`config.mk`:
```
export PLATFORM = sky130hd
export DESIGN_NAME = mvu_pe_acc_flat
export DESIGN_NICKNAME = d
export VERILOG_FILES = /design/src/rtl/mvu_pe_acc_if.sv /design/src/rtl/mvu_pe_acc.sv /design/src/flat_wrapper.sv
export SDC_FILE = /design/constraint.sdc
export NUM_CORES = 1
export LEC_CHECK = 0
export CORE_MARGIN = 2
export CORE_UTILIZATION = 40
export CTS_CLUSTER_SIZE = 30
export DETAILED_ROUTE_END_ITERATION = 8
export MAX_ROUTING_LAYER = met4
export PLACE_DENSITY_LB_ADDON = 0.2
export SYNTH_ARGS = -nofsm -noshare
export SYNTH_HDL_FRONTEND = slang
export SYNTH_SLANG_ARGS = --single-unit
```
`constraint.sdc`:
```
create_clock -name clock -period 5.17 [get_ports clock]
set_clock_uncertainty 0.2 [all_clocks]
set_input_delay 1.034 -clock clock [delete_from_list [all_inputs] [get_ports clock]]
set_output_delay 1.034 -clock clock [all_outputs]
set_load 0.1 [all_outputs]
```
`src/rtl/mvu_pe_acc_if.sv`:
```
// mvu_pe_acc_if: handshake bundle around the per-PE accumulator.
//   in_data/in_v/in_rdy    : partial-sum stream from the adder tree
//   out_data/out_v/out_rdy : finished dot-product stream to the output stage
//   out_sat                : fold saturated (only with MVU_PE_ACC_SAT_EN)
// Handshake: a transfer happens on a rising edge where valid && ready;
// a producer holds its data stable while valid is high and ready is low.
// Modports: slave = accumulator side, master = adder-tree/consumer side.
interface mvu_pe_acc_if #(
  parameter int TDstI = 4,
  parameter int TAccO = 16
);
  logic [TDstI-1:0] in_data;
  logic             in_v;
  logic             in_rdy;
  logic [TAccO-1:0] out_data;
  logic             out_v;
  logic             out_rdy;
`ifdef MVU_PE_ACC_SAT_EN
  logic             out_sat;

  modport slave (
    input  in_data, in_v, out_rdy,
    output in_rdy, out_data, out_v, out_sat
  );
  modport master (
    output in_data, in_v, out_rdy,
    input  in_rdy, out_data, out_v, out_sat
  );
`else
  modport slave (
    input  in_data, in_v, out_rdy,
    output in_rdy, out_data, out_v
  );
  modport master (
    output in_data, in_v, out_rdy,
    input  in_rdy, out_data, out_v
  );
`endif
endinterface

```
`src/rtl/mvu_pe_acc.sv`:
```
// mvu_pe_acc: per-PE accumulator behind the adder tree. Sums SF consecutive
// signed partial sums (one synapse fold) into a TAccO-wide accumulator and
// hands each finished sum to a single-entry valid/ready output register.
// Ports:
//   clock  : rising-edge clock
//   resetn : synchronous active-low reset (clears a partially built fold)
//   bus    : mvu_pe_acc_if.slave (in_data/in_v/in_rdy, out_data/out_v/out_rdy,
//            plus out_sat when saturation is built in)
// Build option: define MVU_PE_ACC_SAT_EN to saturate every add to the signed
// TAccO range and report it on out_sat; otherwise adds wrap modulo 2^TAccO.
module mvu_pe_acc #(
  parameter int TDstI = 4,
  parameter int TAccO = 16,
  parameter int SF    = 4
) (
  input  logic        clock,
  input  logic        resetn,
  mvu_pe_acc_if.slave bus
);

  localparam int              CW   = (SF > 1) ? $clog2(SF) : 1;
  localparam logic [CW-1:0]   LAST = CW'(SF - 1);

  logic signed [TAccO-1:0] acc;
  logic signed [TAccO-1:0] in_ext;
  logic signed [TAccO-1:0] sum;
  logic        [CW-1:0]    cnt;
  logic        [TAccO-1:0] out_data_q;
  logic                    out_v_q;
  logic                    last;
  logic                    fire;

  assign in_ext = TAccO'($signed(bus.in_data));
  assign last   = (cnt == LAST);

  // Only the fold-completing beat needs output space; non-last beats never
  // touch the output register. Depends on out_rdy, never on in_v.
  assign bus.in_rdy = !(last && out_v_q && !bus.out_rdy);
  assign fire       = bus.in_v && bus.in_rdy;

`ifdef MVU_PE_ACC_SAT_EN
  logic signed [TAccO:0] wide;
  logic                  ovf;
  logic                  sat_fold;
  logic                  out_sat_q;

  // One guard bit: overflow iff the two top bits of the widened sum differ.
  assign wide = {acc[TAccO-1], acc} + {in_ext[TAccO-1], in_ext};
  assign ovf  = wide[TAccO] ^ wide[TAccO-1];
  assign sum  = !ovf          ? wide[TAccO-1:0] :
                wide[TAccO]   ? {1'b1, {(TAccO-1){1'b0}}} :
                                {1'b0, {(TAccO-1){1'b1}}};
  assign bus.out_sat = out_sat_q;
`else
  assign sum = acc + in_ext;
`endif

  assign bus.out_data = out_data_q;
  assign bus.out_v    = out_v_q;

  always_ff @(posedge clock) begin
    if (!resetn) begin
      acc        <= '0;
      cnt        <= '0;
      out_data_q <= '0;
      out_v_q    <= 1'b0;
`ifdef MVU_PE_ACC_SAT_EN
      sat_fold   <= 1'b0;
      out_sat_q  <= 1'b0;
`endif
    end else begin
      // Drain first; a last beat in the same cycle overrides it below so a
      // new result replaces the old one without a bubble.
      if (out_v_q && bus.out_rdy) begin
        out_v_q <= 1'b0;
      end
      if (fire) begin
        if (last) begin
          out_data_q <= sum;
          out_v_q    <= 1'b1;
          acc        <= '0;
          cnt        <= '0;
`ifdef MVU_PE_ACC_SAT_EN
          out_sat_q  <= sat_fold | ovf;
          sat_fold   <= 1'b0;
`endif
        end else begin
          acc <= sum;
          cnt <= cnt + 1'b1;
`ifdef MVU_PE_ACC_SAT_EN
          sat_fold <= sat_fold | ovf;
`endif
        end
      end
    end
  end

endmodule

```
`src/flat_wrapper.sv`:
```
// flat-port wrapper written by rule: the top's interface ports become plain ports
module mvu_pe_acc_flat 
#(
  parameter int TDstI = 4,
  parameter int TAccO = 16,
  parameter int SF    = 4
)
  (clock, resetn, bus_in_data, bus_in_v, bus_out_rdy, bus_in_rdy, bus_out_data, bus_out_v);
  mvu_pe_acc_if #(.TDstI(TDstI), .TAccO(TAccO)) bus_i ();
  input  logic clock;
  input  logic resetn;
  input wire logic [$bits(bus_i.in_data)-1:0] bus_in_data;
  input wire logic [$bits(bus_i.in_v)-1:0] bus_in_v;
  input wire logic [$bits(bus_i.out_rdy)-1:0] bus_out_rdy;
  output wire logic [$bits(bus_i.in_rdy)-1:0] bus_in_rdy;
  output wire logic [$bits(bus_i.out_data)-1:0] bus_out_data;
  output wire logic [$bits(bus_i.out_v)-1:0] bus_out_v;
  assign bus_i.in_data = bus_in_data;
  assign bus_i.in_v = bus_in_v;
  assign bus_i.out_rdy = bus_out_rdy;
  assign bus_in_rdy = bus_i.in_rdy;
  assign bus_out_data = bus_i.out_data;
  assign bus_out_v = bus_i.out_v;
  mvu_pe_acc #(.TDstI(TDstI), .TAccO(TAccO), .SF(SF)) u_core (.clock(clock), .resetn(resetn), .bus(bus_i));
endmodule
```
==> metrics.md, run 1 <==
| Metric | Value |
|---|---|
| RSZ-0062 raised after global routing | no |
| Worst EP arrival | 3.57 ns |
| GRT overflow | 0 |
| Via Count | between 1,500 and 2,000 |
| Hold Path Sink | u_core.acc[14] |
| Reg-to-Reg Start | u_core.acc[0] |
| Reg2reg path depth | 8 |
| Area post-placement | 2300 um^2 |
| Flop2flop setup slack | between 2 and 3 ns |
| Die Width | 75.1 um |
| Clock Latency Late Sink | ~0.29 ns |
| Max stage delay cell, worst path | clkdlybuf4s50_1 |
| Reg area | 701 um^2 |
| Final Cycle Share | 0.692 |
| First-pass GRT wire length | 7290 um |
| Net Sw Power | 0.257 mW |
| Worst R2R End | u_core.acc[10] |
| Mean post-synth cell area | between 8 and 9 um^2 |
| Hold_buf cts | 0 |
| Total wire length | 4490 um |
| Die area | ~5600 um^2 |
| Clock network fraction of total power | 0.355 |
| Max-slew violation count | 0 |
| Sequential share of power | 0.362 |
| Worst-path clk slew | about 0.08 ns |
| Fill count | 499 |
| Ports | 26 |
| Min Clock Period, post-route | ~3.6 ns |
| First-pass DRT Iterations | 4 |
| Cell Area, Synth | 2020 um^2 |
| GP Congestion | 0.844 |
| Bufs and invs on worst path | 1 |
| Clock sink count | 35 |
| Worst IR drop on VDD | between 150 and 200 uV |
| Met1 GRT Util | 0.229 |
| Met3 Usage GRT | 0.0361 |
| Clk buf depth | 2 |
| Final Core Density | 0.509 |
| Nets | 282 |
| Slowest stage delay, CP | between 0.8 and 0.9 ns |
| Area Overhead vs Synth | 20.4% |
| Min-Delay Path Class | flop to flop |
| Critical-path cell list | clkdlybuf4s50_1 -> ha_1 -> a21o_1 -> a311o_2 -> a21boi_2 -> o21ai_2 -> xnor2_1 -> a32o_2 |
| CP required | 5.16 ns |
| Register area share after synthesis | 0.347 |
| CTS buffer count | 5 |
| Post-DP HPWL | between 3000 and 4000 um |
| Most frequent cells in the layout | nand2_1, dfxtp_1, clkdlybuf4s50_1, ha_1, a21oi_1 |
| H-tree levels | 2 |
| WS Path Type | primary input to flop |
| Finish-stage setup viols | 0 |
| Mapped Nets | 262 |
| Busiest grt layer | met2 |
| Initial core utilization | 0.422 |
| CTS root buf | clkbuf_8 |
| Fmax | around 280 MHz |
| Max Cap Viol | 0 |
| Met2 usage in global routing | 0.259 |
| Post-route design area | 2430 um^2 |
| Total power | 0.837 mW |
| Yosys reg bits | 35 |
| Leak | 0.943 nW |
| DR WL/cell | 13.8 um |
| Worst hold stages | 2 |
| CP top delay family | compound AO/OA/AOI/OAI gates |
| PortBufs | 25 |
| Layout Cells excl Fill | 325 |
| Std-Cell Rows | 25 |
| Antenna diodes | 0 |
| Resize count post-CTS | 0 |
| Setup TNS Final | 0 ns |
| Mapped Cells | 237 |
| Power density cells | about 340 nW/um^2 |
| Hold path start | u_core.acc[14] |
| Core Region | 4790 um^2 |
| Initial antenna violation count | 0 |
| Synth Warn # | 0 |
| Distinct cells, synth | 45 |
| Max_slew headroom | 0.345 |
| Proportion of layout cells with a drive suffix above 1 | 0.0620 |
| Final hold vios | 0 |
| Most common cell after layout, fill and taps aside | nand2_1 |
| Worst Tran Pin Value | 0.979 ns |
| Initial DRC Count | 106 |
| TritonCTS clock tree | yes |
| Postcts setup bufs | 0 |
| Switch share | 0.308 |
| Crit-path max FO | 13 |
| P_int | 0.579 mW |
| CP startpoint kind | primary input |
| Placed insts | 317 |
| Run status | complete, no violations |
| Crit end category | flop |
| DRC | 0 |
| Vias per cell | 5.31 |
| Area occupied by multi-input gates | between 1000 and 1500 um^2 |
| Combinational Power Share | 0.284 |
| Die Ht | 75.1 um |
| Final antenna-violating net count | 0 |
| GRT Total Usage | 0.174 |
| Largest net degree at the start of global routing | 24 |
| Vias in the first global route | roughly 1,500 |
## cell usage after synthesis (all sizes together)
cell type | count | area share
a311o | 1 | 0.0056
a32o | 1 | 0.0056
inv | 1 | 0.0019
a21boi | 11 | 0.043
a31oi | 2 | 0.0062
nor3 | 3 | 0.0074
o41ai | 1 | 0.0080
xor2 | 7 | 0.030
o211a | 3 | 0.015
ha | 16 | 0.099
o21ai | 18 | 0.046
o22ai | 1 | 0.0031
a221oi | 1 | 0.0043
nor2b | 6 | 0.019
o21bai | 1 | 0.0037
nor2 | 6 | 0.011
o21ba | 1 | 0.0050
o31a | 1 | 0.0043
dfxtp | 35 | 0.35
nand2 | 40 | 0.074
a21o | 2 | 0.0074
a211oi | 1 | 0.0037
and3 | 2 | 0.0062
a21oi | 16 | 0.045
nand4b | 1 | 0.0043
clkbuf | 9 | 0.017
xnor2 | 8 | 0.035
o41a | 1 | 0.0056
o221ai | 3 | 0.013
nand4 | 5 | 0.015
fa | 1 | 0.0099
nand3b | 6 | 0.022
a2111oi | 1 | 0.0043
o211ai | 1 | 0.0037
nand2b | 2 | 0.0062
nand3 | 13 | 0.032
buf | 4 | 0.012
and2 | 1 | 0.0031
a22oi | 4 | 0.015
## power groups by stage
stage / sequential, mW / combinational [mW] / clock, mW
3_3_place_gp: 0.308 / 0.234 / 0
4_1_cts: 0.303 / 0.237 / 0.302
6_report: 0.303 / 0.237 / 0.297
5_1_grt: 0.305 / 0.265 / 0.313
3_5_place_dp: 0.309 / 0.235 / 0
2_1_floorplan: 0.316 / 0.180 / 0
## state kept, by name, summed over array words and instances (netlist names)
register,cells
u_core.acc,16
u_core.cnt,2
u_core.bus.out_v,1
u_core.bus.out_data,16
## tightest hold or removal path, stage by stage (launching register included)
cell and delay [ns]:
dfxtp_1 0.31, nand2_1 0.05, o21ai_1 0.05
## final cells by class
type | count | area share
Inverter | 1 | 0.00154
Clock buffer | 6 | 0.0298
Timing Repair Buffer | 26 | 0.105
Clock inverter | 2 | 0.0247
Tap cell | 67 | 0.0344
Multi-Input combinational cell | 188 | 0.517
Sequential cell | 35 | 0.288
## metal layers
layer,vias up,wire length [um]
li1,899,-
met2,33,2020
met3,6,161
met1,788,2230
met4,0,71
met5,-,0
## stage by stage
step / worst slack, ns / hold WS (ns)
after global routing: 1.41 / 0.280
after global placement: 1.33 / 0.241
after CTS: 1.59 / 0.258
after floorplan: 1.96 / 0.229
final: 1.59 / 0.254
after detailed placement: 1.28 / 0.250
## how the worst max path moves through the flow
| stage | start | endpoint | slack, ns | depth (start not counted) |
|---|---|---|---|---|
| after floorplan | u_core.bus.out_v | bus_in_rdy | 1.96 | 1 |
| after global placement | bus_in_data[3] | u_core.acc[10] | 1.33 | 8 |
| after detailed placement | bus_in_data[3] | u_core.acc[10] | 1.28 | 8 |
| after CTS | bus_in_data[3] | u_core.acc[10] | 1.59 | 8 |
| after global routing | bus_in_data[3] | u_core.acc[12] | 1.41 | 8 |
| final | bus_in_data[3] | u_core.acc[10] | 1.59 | 8 |
## kinds of logic after synthesis
group	synth area share
and+or+nand+nor	0.201
AOI/OAI and AO/OA	0.248
DFF	0.347
adders and majority gates	0.109
xor gates and xnor gates	0.0650
buffers and inverters	0.0309
Power figures use the tool's default switching activity.
==> inputs of run 2 (changes only) <==
==> constraint.sdc (replaced) <==
create_clock -name clock -period 3.5 [get_ports clock]
set_clock_uncertainty 0.2 [all_clocks]
set_input_delay 0.7 -clock clock [delete_from_list [all_inputs] [get_ports clock]]
set_output_delay 0.7 -clock clock [all_outputs]
set_load 0.1 [all_outputs]
==> run 2 against run 1 <==
Against the previous run: die area unchanged; register-to-register slack got worse by 1.7 ns; clock power decreased by 4%; final cell count increased by 1.5%; non-clock buffer count increased by 5; via count increased by 2.8%; critical endpoint is now u_core.acc[14]; largest cell class unchanged; highest routed layer unchanged.
==> metrics.md, run 2 (synthesized netlist as in run 1, its figures left out) <==
| Metric | Value |
|---|---|
| Largest net degree at the start of global routing | 28 (was 24) |
| Clk buf depth | 2 (unchanged) |
| Setup WS pre-CTS | 0.128 ns (was 1.28 ns) |
| Total power | 1.09 mW (was 0.837 mW) |
| Initial core utilization | 0.422 (unchanged) |
| GRT Total Usage | 0.185 (was 0.174) |
| Max-slew violation count | 0 (unchanged) |
| GP Congestion | 0.850 (was 0.844) |
| GRT overflow | 0 (unchanged) |
| Max_slew headroom | 0.664 (was 0.345) |
| Crit-path max FO | 7 (was 13) |
| Initial antenna violation count | 0 (unchanged) |
| Std-Cell Rows | 25 (unchanged) |
| DRC | 0 (unchanged) |
| CTS root buf | clkbuf_8 (unchanged) |
| P_int | 0.710 mW (was 0.579 mW) |
| Die Ht | 75.1 um (unchanged) |
| Finish-stage setup viols | 0 (unchanged) |
| Ports | 26 (unchanged) |
| TritonCTS clock tree | yes (unchanged) |
| Sequential share of power | 0.411 (was 0.362) |
| Worst IR drop on VDD | 187 uV (was 172 uV) |
| CTS buffer count | 5 (unchanged) |
| Total wire length | 4600 um (was 4490 um) |
| Worst Tran Pin Value | 0.503 ns (was 0.979 ns) |
| Proportion of layout cells with a drive suffix above 1 | 0.148 (was 0.0620) |
| Initial DRC Count | 102 (was 106) |
| Worst Slack Setup Final | 0.392 ns (was 1.59 ns) |
| Vias in the first global route | 1,603 (was 1,513) |
| CP startpoint kind | primary input (unchanged) |
| Final antenna-violating net count | 0 (unchanged) |
| Core Region | 4790 um^2 (unchanged) |
| Run status | complete, no violations (unchanged) |
| First-pass GRT wire length | 7720 um (was 7290 um) |
| H-tree levels | 2 (unchanged) |
| Most frequent cells in the layout | nand2_1, dfxtp_1, buf_4, ha_1, a21oi_1 (was nand2_1, dfxtp_1, clkdlybuf4s50_1, ha_1, a21oi_1) |
| Leak | 0.985 nW (was 0.943 nW) |
| Nets | 287 (was 282) |
| Postcts setup bufs | 0 (unchanged) |
| First-pass DRT Iterations | 4 (unchanged) |
| Antenna diodes | 0 (unchanged) |
| Switch share | 0.348 (was 0.308) |
| Min-Delay Path Class | flop to flop (unchanged) |
| WS Path Type | primary input to flop (unchanged) |
| CP required | 3.47 ns (was 5.16 ns) |
| Final hold vios | 0 (unchanged) |
| PortBufs | 25 (unchanged) |
| Combinational Power Share | 0.326 (was 0.284) |
| Crit end category | flop (unchanged) |
| Die area | 5640 um^2 (unchanged) |
| Fmax | between 300 and 400 MHz |
| Via Count | 1,774 (was 1,726) |
| Die Width | 75.1 um (unchanged) |
| Most common cell after layout, fill and taps aside | nand2_1 (unchanged) |
| Max Cap Viol | 0 (unchanged) |
| Clock Latency Late Sink | 0.29 ns (about the same) |
| Setup TNS Final | 0 ns (unchanged) |
| Post-DP HPWL | 3460 um (was 3210 um) |
| Resize count post-CTS | 0 (unchanged) |
| RSZ-0062 raised after global routing | no (unchanged) |
| Net Sw Power | 0.379 mW (was 0.257 mW) |
| Vias per cell | 5.38 (was 5.31) |
| Worst-path clk slew | 0.07 ns (was 0.08 ns) |
| Clock sink count | 35 (unchanged) |
| Clock network fraction of total power | 0.263 (was 0.355) |
| Min Clock Period, post-route | 3.11 ns |
| Power density cells | 457 nW/um^2 (was 344 nW/um^2) |
| DR WL/cell | 13.9 um (was 13.8 um) |
| Worst EP arrival | 3.08 ns (was 3.57 ns) |
| Final Cycle Share | 0.888 |
| Hold_buf cts | 0 (unchanged) |
| Area Overhead vs Synth | 17.8% (was 20.4%) |
## run 2: cell types whose count changed in the layout (fill, tap and decap cells not counted)
| cell | delta |
|---|---|
| buf_4 | +22 |
| clkdlybuf4s50_1 | -17 |
| clkinv_2 | +3 |
| bufinv_16 | -2 |
| clkbuf_1 | -1 |
## run 2: power by group through the flow
stage	Combinational [mW]	Clock (mW)	Sequential [mW]
4_1_cts	0.354	0.297	0.448
5_1_grt	0.397	0.313	0.451
3_3_place_gp	0.350	0	0.456
3_5_place_dp	0.352	0	0.457
6_report	0.355	0.286	0.448
2_1_floorplan	0.266	0	0.467
## run 2: cell type report
| class | instances | area [um^2] |
|---|---|---|
| fillers | 496 | 2400 |
| clock buffers | 5 | 68.8 |
| multi-input cells | 188 | 1260 |
| inverters | 1 | 3.75 |
| clock inverters | 3 | 15.0 |
| flip-flops and latches | 35 | 701 |
| well taps | 67 | 83.8 |
| repair buffers | 31 | 250 |
## run 2: final timing paths
check,startpoint,end,slack (ns),cells after the start
worst max-delay path,bus_in_data[3],u_core.acc[14],0.39,9
worst min-delay path,u_core.acc[11],u_core.acc[11],0.26,2
worst max register to register,u_core.acc[0],u_core.acc[10],0.96,8
worst min register to register,u_core.acc[11],u_core.acc[11],0.26,2
## run 2: per-layer routing
layer	vias to the layer above	track usage	routed length, um
li1	909	-	-
met1	826	0.247	2320
met2	34	0.279	2040
met3	5	0.0415	183
met4	0	0.0575	54
met5	-	-	0
## run 2: through the flow
stage | std cells | utilization | hold WS [ns] | cell area (um^2)
6_report | 330 | 0.498 | 0.261 | 2380
5_1_grt | 330 | 0.498 | 0.274 | 2380
4_1_cts | 330 | 0.498 | 0.262 | 2380
3_5_place_dp | 322 | 0.480 | 0.249 | 2300
3_3_place_gp | 322 | 0.480 | 0.243 | 2300
2_1_floorplan | 237 | - | 0.229 | 2020
## run 2: worst max-delay path: stages
cell and delay (ns):
clkdlybuf4s50_1 0.57, buf_4 0.25, ha_1 0.38, a21oi_1 0.27, nand2_1 0.09, a221oi_1 0.30, o31a_1 0.26, xor2_1 0.17
o21ai_1 0.09
==> inputs of run 3 (changes only) <==
--- a/config.mk
+++ b/config.mk
@@ -9,6 +9,7 @@
 export CORE_UTILIZATION = 40
 export CTS_CLUSTER_SIZE = 30
 export DETAILED_ROUTE_END_ITERATION = 8
+export HOLD_SLACK_MARGIN = 0.1
 export MAX_ROUTING_LAYER = met4
 export PLACE_DENSITY_LB_ADDON = 0.2
 export SYNTH_ARGS = -nofsm -noshare
==> results of run 3 <==
No change in the layout: final DEF, timing and power equal those of run 2.
